<file path="config.mk">
export PLATFORM = sky130hd
export DESIGN_NAME = event_stat_regs
export DESIGN_NICKNAME = d
export VERILOG_FILES = /design/src/rtl/event_stat_regs.sv
export SDC_FILE = /design/constraint.sdc
export NUM_CORES = 1
export LEC_CHECK = 0
export ABC_AREA = 1
export CAP_MARGIN = 0
export CELL_PAD_IN_SITES_DETAIL_PLACEMENT = 1
export CELL_PAD_IN_SITES_GLOBAL_PLACEMENT = 1
export CORE_MARGIN = 10
export CORE_UTILIZATION = 48
export DETAILED_ROUTE_END_ITERATION = 6
export GPL_TIMING_DRIVEN = 1
export HOLD_SLACK_MARGIN = 0.08
export PLACE_DENSITY_LB_ADDON = 0.1
export SYNTH_ARGS = -nofsm -noshare
export SYNTH_HDL_FRONTEND = slang
export SYNTH_SLANG_ARGS = --single-unit
</file>
<file path="constraint.sdc">
create_clock -name wb_clk_i -period 15.45 [get_ports wb_clk_i]
set_clock_uncertainty 0.15 [all_clocks]
set_input_delay 3.09 -clock wb_clk_i [delete_from_list [all_inputs] [get_ports wb_clk_i]]
set_output_delay 3.09 -clock wb_clk_i [all_outputs]
set_load 0.02 [all_outputs]
</file>
<file path="src/rtl/event_stat_regs.sv">
// Wishbone statistics block: NUM_CH event counters with wrap/saturate, sticky overflow,
// and an atomic snapshot into shadow registers (manual or periodic).
module event_stat_regs #(
    parameter int unsigned NUM_CH     = 4,
    parameter int unsigned CNT_W      = 32,
    parameter int unsigned WB_ADR_W   = 13,
    parameter logic [31:0] PERIOD_RST = 32'd0
) (
    input  logic                wb_clk_i,
    input  logic                rst_n_i,
    input  logic                wb_cyc_i,
    input  logic                wb_stb_i,
    input  logic                wb_we_i,
    input  logic [WB_ADR_W-1:0] wb_adr_i,
    input  logic [31:0]         wb_dat_i,
    input  logic [3:0]          wb_sel_i,
    output logic [31:0]         wb_dat_o,
    output logic                wb_ack_o,
    output logic                wb_err_o,
    output logic                wb_rty_o,
    input  logic [NUM_CH-1:0]   event_inc_i,
    output logic                snap_o,
    output logic [NUM_CH-1:0]   overflow_o
);

    localparam logic [4:0] ADR_CTRL   = 5'd0;
    localparam logic [4:0] ADR_ENABLE = 5'd1;
    localparam logic [4:0] ADR_PERIOD = 5'd2;
    localparam logic [4:0] ADR_OVF    = 5'd3;
    localparam logic [4:0] ADR_SEQ    = 5'd4;
    localparam int unsigned ADR_SHADOW = 16;

    localparam logic [CNT_W-1:0] CNT_MAX = '1;

    logic              ack_q;
    logic              acc;
    logic              wr_en;
    logic [4:0]        word;
    logic [31:0]       wmask;
    logic [31:0]       rd_data;

    logic              force_q;
    logic              clr_q;
    logic              sat_q;
    logic [NUM_CH-1:0] enable_q;
    logic [NUM_CH-1:0] ovf_q;
    logic [31:0]       period_q;
    logic [31:0]       timer_q;
    logic [31:0]       seq_q;

    logic [CNT_W-1:0]  live_q   [NUM_CH];
    logic [CNT_W-1:0]  shadow_q [NUM_CH];
    logic [CNT_W-1:0]  live_nxt [NUM_CH];

    logic              manual_snap;
    logic              auto_snap;
    logic              snap_req;
    logic [NUM_CH-1:0] inc;
    logic [NUM_CH-1:0] ovf_set;
    logic [NUM_CH-1:0] w1c;
    logic              unused_adr;

    assign acc      = wb_cyc_i && wb_stb_i;
    assign wb_ack_o = ack_q && acc && rst_n_i;
    assign wr_en    = wb_ack_o && wb_we_i;
    assign word     = wb_adr_i[2 +: 5];
    assign wmask    = {{8{wb_sel_i[3]}}, {8{wb_sel_i[2]}}, {8{wb_sel_i[1]}}, {8{wb_sel_i[0]}}};
    assign wb_err_o = 1'b0;
    assign wb_rty_o = 1'b0;

    assign unused_adr = ^{wb_adr_i[1:0], wb_adr_i[WB_ADR_W-1:7]};

    assign overflow_o = ovf_q;

    assign manual_snap = wr_en && (word == ADR_CTRL) && wb_sel_i[0] && wb_dat_i[1];
    assign auto_snap   = (period_q != '0) && !force_q && (timer_q == period_q - 32'd1);
    assign snap_req    = manual_snap || auto_snap;

    assign inc = event_inc_i & enable_q;
    assign w1c = (wr_en && (word == ADR_OVF)) ? NUM_CH'(wb_dat_i & wmask) : '0;

    // Clear-on-snap restarts from 0 but still absorbs this cycle's increment.
    always_comb begin
        for (int unsigned i = 0; i < NUM_CH; i++) begin
            live_nxt[i] = live_q[i];
            ovf_set[i]  = 1'b0;
            if (snap_req && clr_q) begin
                live_nxt[i] = '0;
            end
            if (inc[i]) begin
                if (live_nxt[i] == CNT_MAX) begin
                    ovf_set[i]  = 1'b1;
                    live_nxt[i] = sat_q ? CNT_MAX : '0;
                end else begin
                    live_nxt[i] = live_nxt[i] + CNT_W'(1);
                end
            end
            if (force_q) begin
                live_nxt[i] = '0;
                ovf_set[i]  = 1'b0;
            end
        end
    end

    always_comb begin
        rd_data = '0;
        case (word)
            ADR_CTRL:   rd_data = {28'd0, sat_q, clr_q, 1'b0, force_q};
            ADR_ENABLE: rd_data = 32'(enable_q);
            ADR_PERIOD: rd_data = period_q;
            ADR_OVF:    rd_data = 32'(ovf_q);
            ADR_SEQ:    rd_data = seq_q;
            default: begin
                for (int unsigned i = 0; i < NUM_CH; i++) begin
                    if (word == 5'(ADR_SHADOW + i)) begin
                        rd_data = 32'(shadow_q[i]);
                    end
                end
            end
        endcase
    end

    always_ff @(posedge wb_clk_i) begin
        if (!rst_n_i) begin
            ack_q    <= 1'b0;
            wb_dat_o <= '0;
            snap_o   <= 1'b0;
            force_q  <= 1'b0;
            clr_q    <= 1'b0;
            sat_q    <= 1'b0;
            enable_q <= '1;
            ovf_q    <= '0;
            period_q <= PERIOD_RST;
            timer_q  <= '0;
            seq_q    <= '0;
            for (int unsigned i = 0; i < NUM_CH; i++) begin
                live_q[i]   <= '0;
                shadow_q[i] <= '0;
            end
        end else begin
            ack_q  <= acc;
            snap_o <= snap_req;

            // Read data is captured in the first cycle so a later snapshot cannot tear it.
            if (acc && !ack_q) begin
                wb_dat_o <= rd_data;
            end

            if (snap_req) begin
                seq_q <= seq_q + 32'd1;
            end
            for (int unsigned i = 0; i < NUM_CH; i++) begin
                live_q[i] <= live_nxt[i];
                if (snap_req) begin
                    shadow_q[i] <= live_q[i];
                end
            end

            ovf_q <= (ovf_q & ~w1c) | ovf_set;

            if (force_q || (period_q == '0)) begin
                timer_q <= '0;
            end else if (wr_en && (word == ADR_PERIOD)) begin
                timer_q <= '0;
            end else if (auto_snap) begin
                timer_q <= '0;
            end else begin
                timer_q <= timer_q + 32'd1;
            end

            if (wr_en) begin
                case (word)
                    ADR_CTRL: begin
                        if (wb_sel_i[0]) begin
                            force_q <= wb_dat_i[0];
                            clr_q   <= wb_dat_i[2];
                            sat_q   <= wb_dat_i[3];
                        end
                    end
                    ADR_ENABLE: enable_q <= (enable_q & ~NUM_CH'(wmask)) | NUM_CH'(wb_dat_i & wmask);
                    ADR_PERIOD: period_q <= (period_q & ~wmask) | (wb_dat_i & wmask);
                    default: ;
                endcase
            end
        end
    end

endmodule

</file>
==> reports/results.tsv <==
stage	metric	value	unit
critical_path	terminus of the critical flop-to-flop path	live_q[0][24]	
critical_path	Crit-path slowest cell	buf_4	
critical_path	Worst Setup EP	live_q[0][4]	
timing	Setup-failing EPs final	0	
grt	GRT Overall Usage	0.314	
critical_path	CP max FO	62	
critical_path	CP startpoint	rst_n_i	
critical_path	R2R Setup Slk	9020	ps
finish	commonest non-fill, non-tap cell in the layout	nand2_1	
timing	Final Cycle Share	0.565	
clock_tree	post-CTS repair timing setup buffer count	0	
timing	fmax	114	MHz
synth	Async S/R FF share, synth	0	
job	Max-Cap Viols	0	
critical_path	delay-heaviest family, CP	simple AND/OR/NAND/NOR gates	
clock_tree	clk sinks	397	
routing	DRT antenna net count	0	
grt	largest net degree at the start of global routing	78	
finish	Layout Nets	3790	
routing	vias post-DR	25200	
clock_tree	CTS max path bufs	3	
hold_path	Hold WC Path Type	flop to flop	
grt	initial antenna violation count	2	
routing	drt pass-1 iters	6	
grt	number of global-route vias before repair	25600	
timing	min Tclk post-route	8730	ps
floorplanning	total I/O pin count	98	
critical_path	critical path arrival	9020	ps
critical_path	crit path capture type	flop	
floorplanning	Chip Width	244	um
timing	RSZ-0062 raised after global routing	false	
routing	drt wl/cell	21.8	um
routing	Vias/cell	5.69	
critical_path	CP required	15740	ps
pwr	peak supply drop	0.0000845	V
floorplanning	Initial Utilization	0.484	
timing	setup TNS	0	ps
critical_path	CP Depth	25	
pwr	Static Leak	0.0111	uW
floorplanning	floorplan row count	82	
timing	Fin. Hold Viols	0	
clock_tree	worst skew pair latency	600	ps
placement	GPL Wtd Cong	0.985	
synth	Yosys warnings	0	
critical_path	WS Path Type	input pin to flop	
clock_tree	CTS tree	built	
timing	Slew HR	0.223	
placement	HPWL after detailed placement	72900	um
routing	DR iter-0 viols	2187	
finish	# diodes	0	
routing	Post-route DRC	0	
synth	Synth Instances	3695	
synth	mapped cell area	0.0242	mm^2
synth	register area share after synthesis	0.382	
clock_tree	clock root cell	clkbuf_16	
clock_tree	Clock Pin Slew Worst Setup and Hold Paths	60	ps
clock_tree	H-tree depth	2	
critical_path	crit start category	input pin	
critical_path	CP bufs+invs	8	
placement	PortBufs	87	
synth	Post-Syn Area per Cell	6.54	um^2
floorplanning	die span in y	244	um
routing	final WL	96600	um
clock_tree	post-CTS resize count	0	
synth	Distinct cells, synth	53	
critical_path	Max stage delay on crit path	730	ps
synth	Synth Register Bits	397	
pwr	power per cell area	89.6	mW/mm^2
placement	DP Cell Count	4347	
critical_path	reg2reg path depth	28	
finish	Non-Filler Instances	4432	
grt	global-route wire length before repair	148000	um
finish	area grow syn2layout	11.6	%
clock_tree	hold_buf cts	0	
timing	Least-Margin Pin Slew	1160	ps
clock_tree	CTS Buf Count	48	
synth	Post-synth EDFFs	128	
critical_path	Worst path most repeated cell	nand2_1	
status	outcome	finished clean	
floorplanning	core area	0.0500	mm^2
hold_path	hold depth	1	
floorplanning	die area	0.0598	mm^2
timing	max-slew violations	0	
finish	layout cells sized above 1	0.0524	
grt	Remaining Overflow, GRT	0	
synth	Top FF cell, synth	dfxtp_1	
finish	most frequent cells in the layout	nand2_1 (945), nor2_1 (572), inv_1 (558)	
-- per-stage QoR --
step | instance area, um^2 | setup slack (ps) | utilization | hold WS (ps) | power (uW)
after floorplan | 24200 | 7760 | - | 300 | 1220
after global placement | 25400 | 6510 | 0.509 | 312 | 1280
after detailed placement | 25400 | 6270 | 0.509 | 329 | 1280
after CTS | 27000 | 6880 | 0.540 | 341 | 2420
after global routing | 27000 | 6320 | 0.540 | 352 | 2480
final | 27000 | 6720 | 0.540 | 341 | 2420
-- Yosys cell counts, types with 4 or more instances --
library cell | number | area share
inv_1 | 558 | 0.087
nor2_4 | 10 | 0.0047
and3_1 | 5 | 0.0013
buf_4 | 11 | 0.0034
nor3_1 | 58 | 0.012
nor2_1 | 574 | 0.089
o21ai_0 | 140 | 0.029
ha_1 | 7 | 0.0036
clkbuf_1 | 81 | 0.013
buf_6 | 10 | 0.0047
o22ai_1 | 38 | 0.0098
o211ai_1 | 6 | 0.0019
nand3_2 | 19 | 0.0079
nand2_1 | 947 | 0.15
nand2_4 | 4 | 0.0019
buf_2 | 24 | 0.0050
xor2_1 | 43 | 0.016
nand3b_1 | 15 | 0.0047
o21ai_1 | 14 | 0.0029
nand4_1 | 58 | 0.015
nand3_1 | 280 | 0.058
o2111ai_1 | 27 | 0.0098
o21bai_1 | 4 | 0.0012
dfxtp_1 | 269 | 0.22
or2_2 | 4 | 0.0010
inv_2 | 8 | 0.0012
nor2_2 | 17 | 0.0044
nor4_1 | 11 | 0.0028
o21a_1 | 4 | 0.0012
nor3_2 | 10 | 0.0041
nor3b_1 | 19 | 0.0059
xnor2_1 | 16 | 0.0058
nand2_2 | 17 | 0.0044
edfxtp_1 | 128 | 0.16
a21oi_1 | 225 | 0.047
-- routing by layer --
metal  wire, um  up-vias  GRT usage
met3       7250      176     0.0533
met5         17        -          0
li1           -    11900          -
met2      44500      868      0.518
met4       3740        2      0.122
met1      41100    12300      0.404
-- area by class of cell --
cell class / count / area (um^2)
flip-flops and latches: 397 / 9230
clock buffers: 64 / 1320
clock inverters: 21 / 231
well taps: 672 / 841
fillers: 6768 / 23000
multi-input cells: 2598 / 12200
repair buffers: 110 / 1040
inverters: 570 / 2140
-- state kept, by name (all words and copies together), names as in the netlist, named ones only --
register    flops
live_q        128
shadow_q      128
seq_q          32
timer_q        32
wb_dat_o       32
overflow_o      4
ack_q           1
clr_q           1
force_q         1
sat_q           1
snap_o          1
-- power by group --
part / leakage, uW / switching (uW) / internal, uW
clock: 0.000749 / 484 / 667
combinational: 0.00687 / 102 / 46.8
sequential: 0.00352 / 18.5 / 1100
total: 0.0111 / 604 / 1810
-- worst min-delay path by stage --
stage,start,endpoint,slack (ps)
3_5_place_dp,seq_q[0],seq_q[0],330
3_3_place_gp,seq_q[0],seq_q[0],310
5_1_grt,seq_q[0],seq_q[0],350
6_report,seq_q[0],seq_q[0],340
4_1_cts,seq_q[0],seq_q[0],340
2_1_floorplan,seq_q[0],seq_q[0],300
-- worst register-to-register path, delay by kind of cell, from the launching register on --
| family | cells | cell delay [ps] |
|---|---|---|
| compound gates | 1 | 160 |
| fa+ha+maj | 2 | 590 |
| simple gates | 21 | 4310 |
| flops | 1 | 340 |
| buf+inv | 4 | 780 |
-- cell families (layout without fill, tap and decap cells) --
| kind of cell | count (synthesis) | after routing | synth area share |
|---|---|---|---|
| other | 1 | 2 | 0.000155 |
| and+or+nand+nor | 2057 | 2057 | 0.369 |
| buffers and inverters | 701 | 765 | 0.117 |
| DFF | 397 | 397 | 0.382 |
| xor gates and xnor gates | 59 | 59 | 0.0214 |
| adders and majority gates | 7 | 7 | 0.00362 |
| AOI/OAI and AO/OA | 473 | 473 | 0.107 |
No activity file was read; power rests on OpenSTA's default activity.
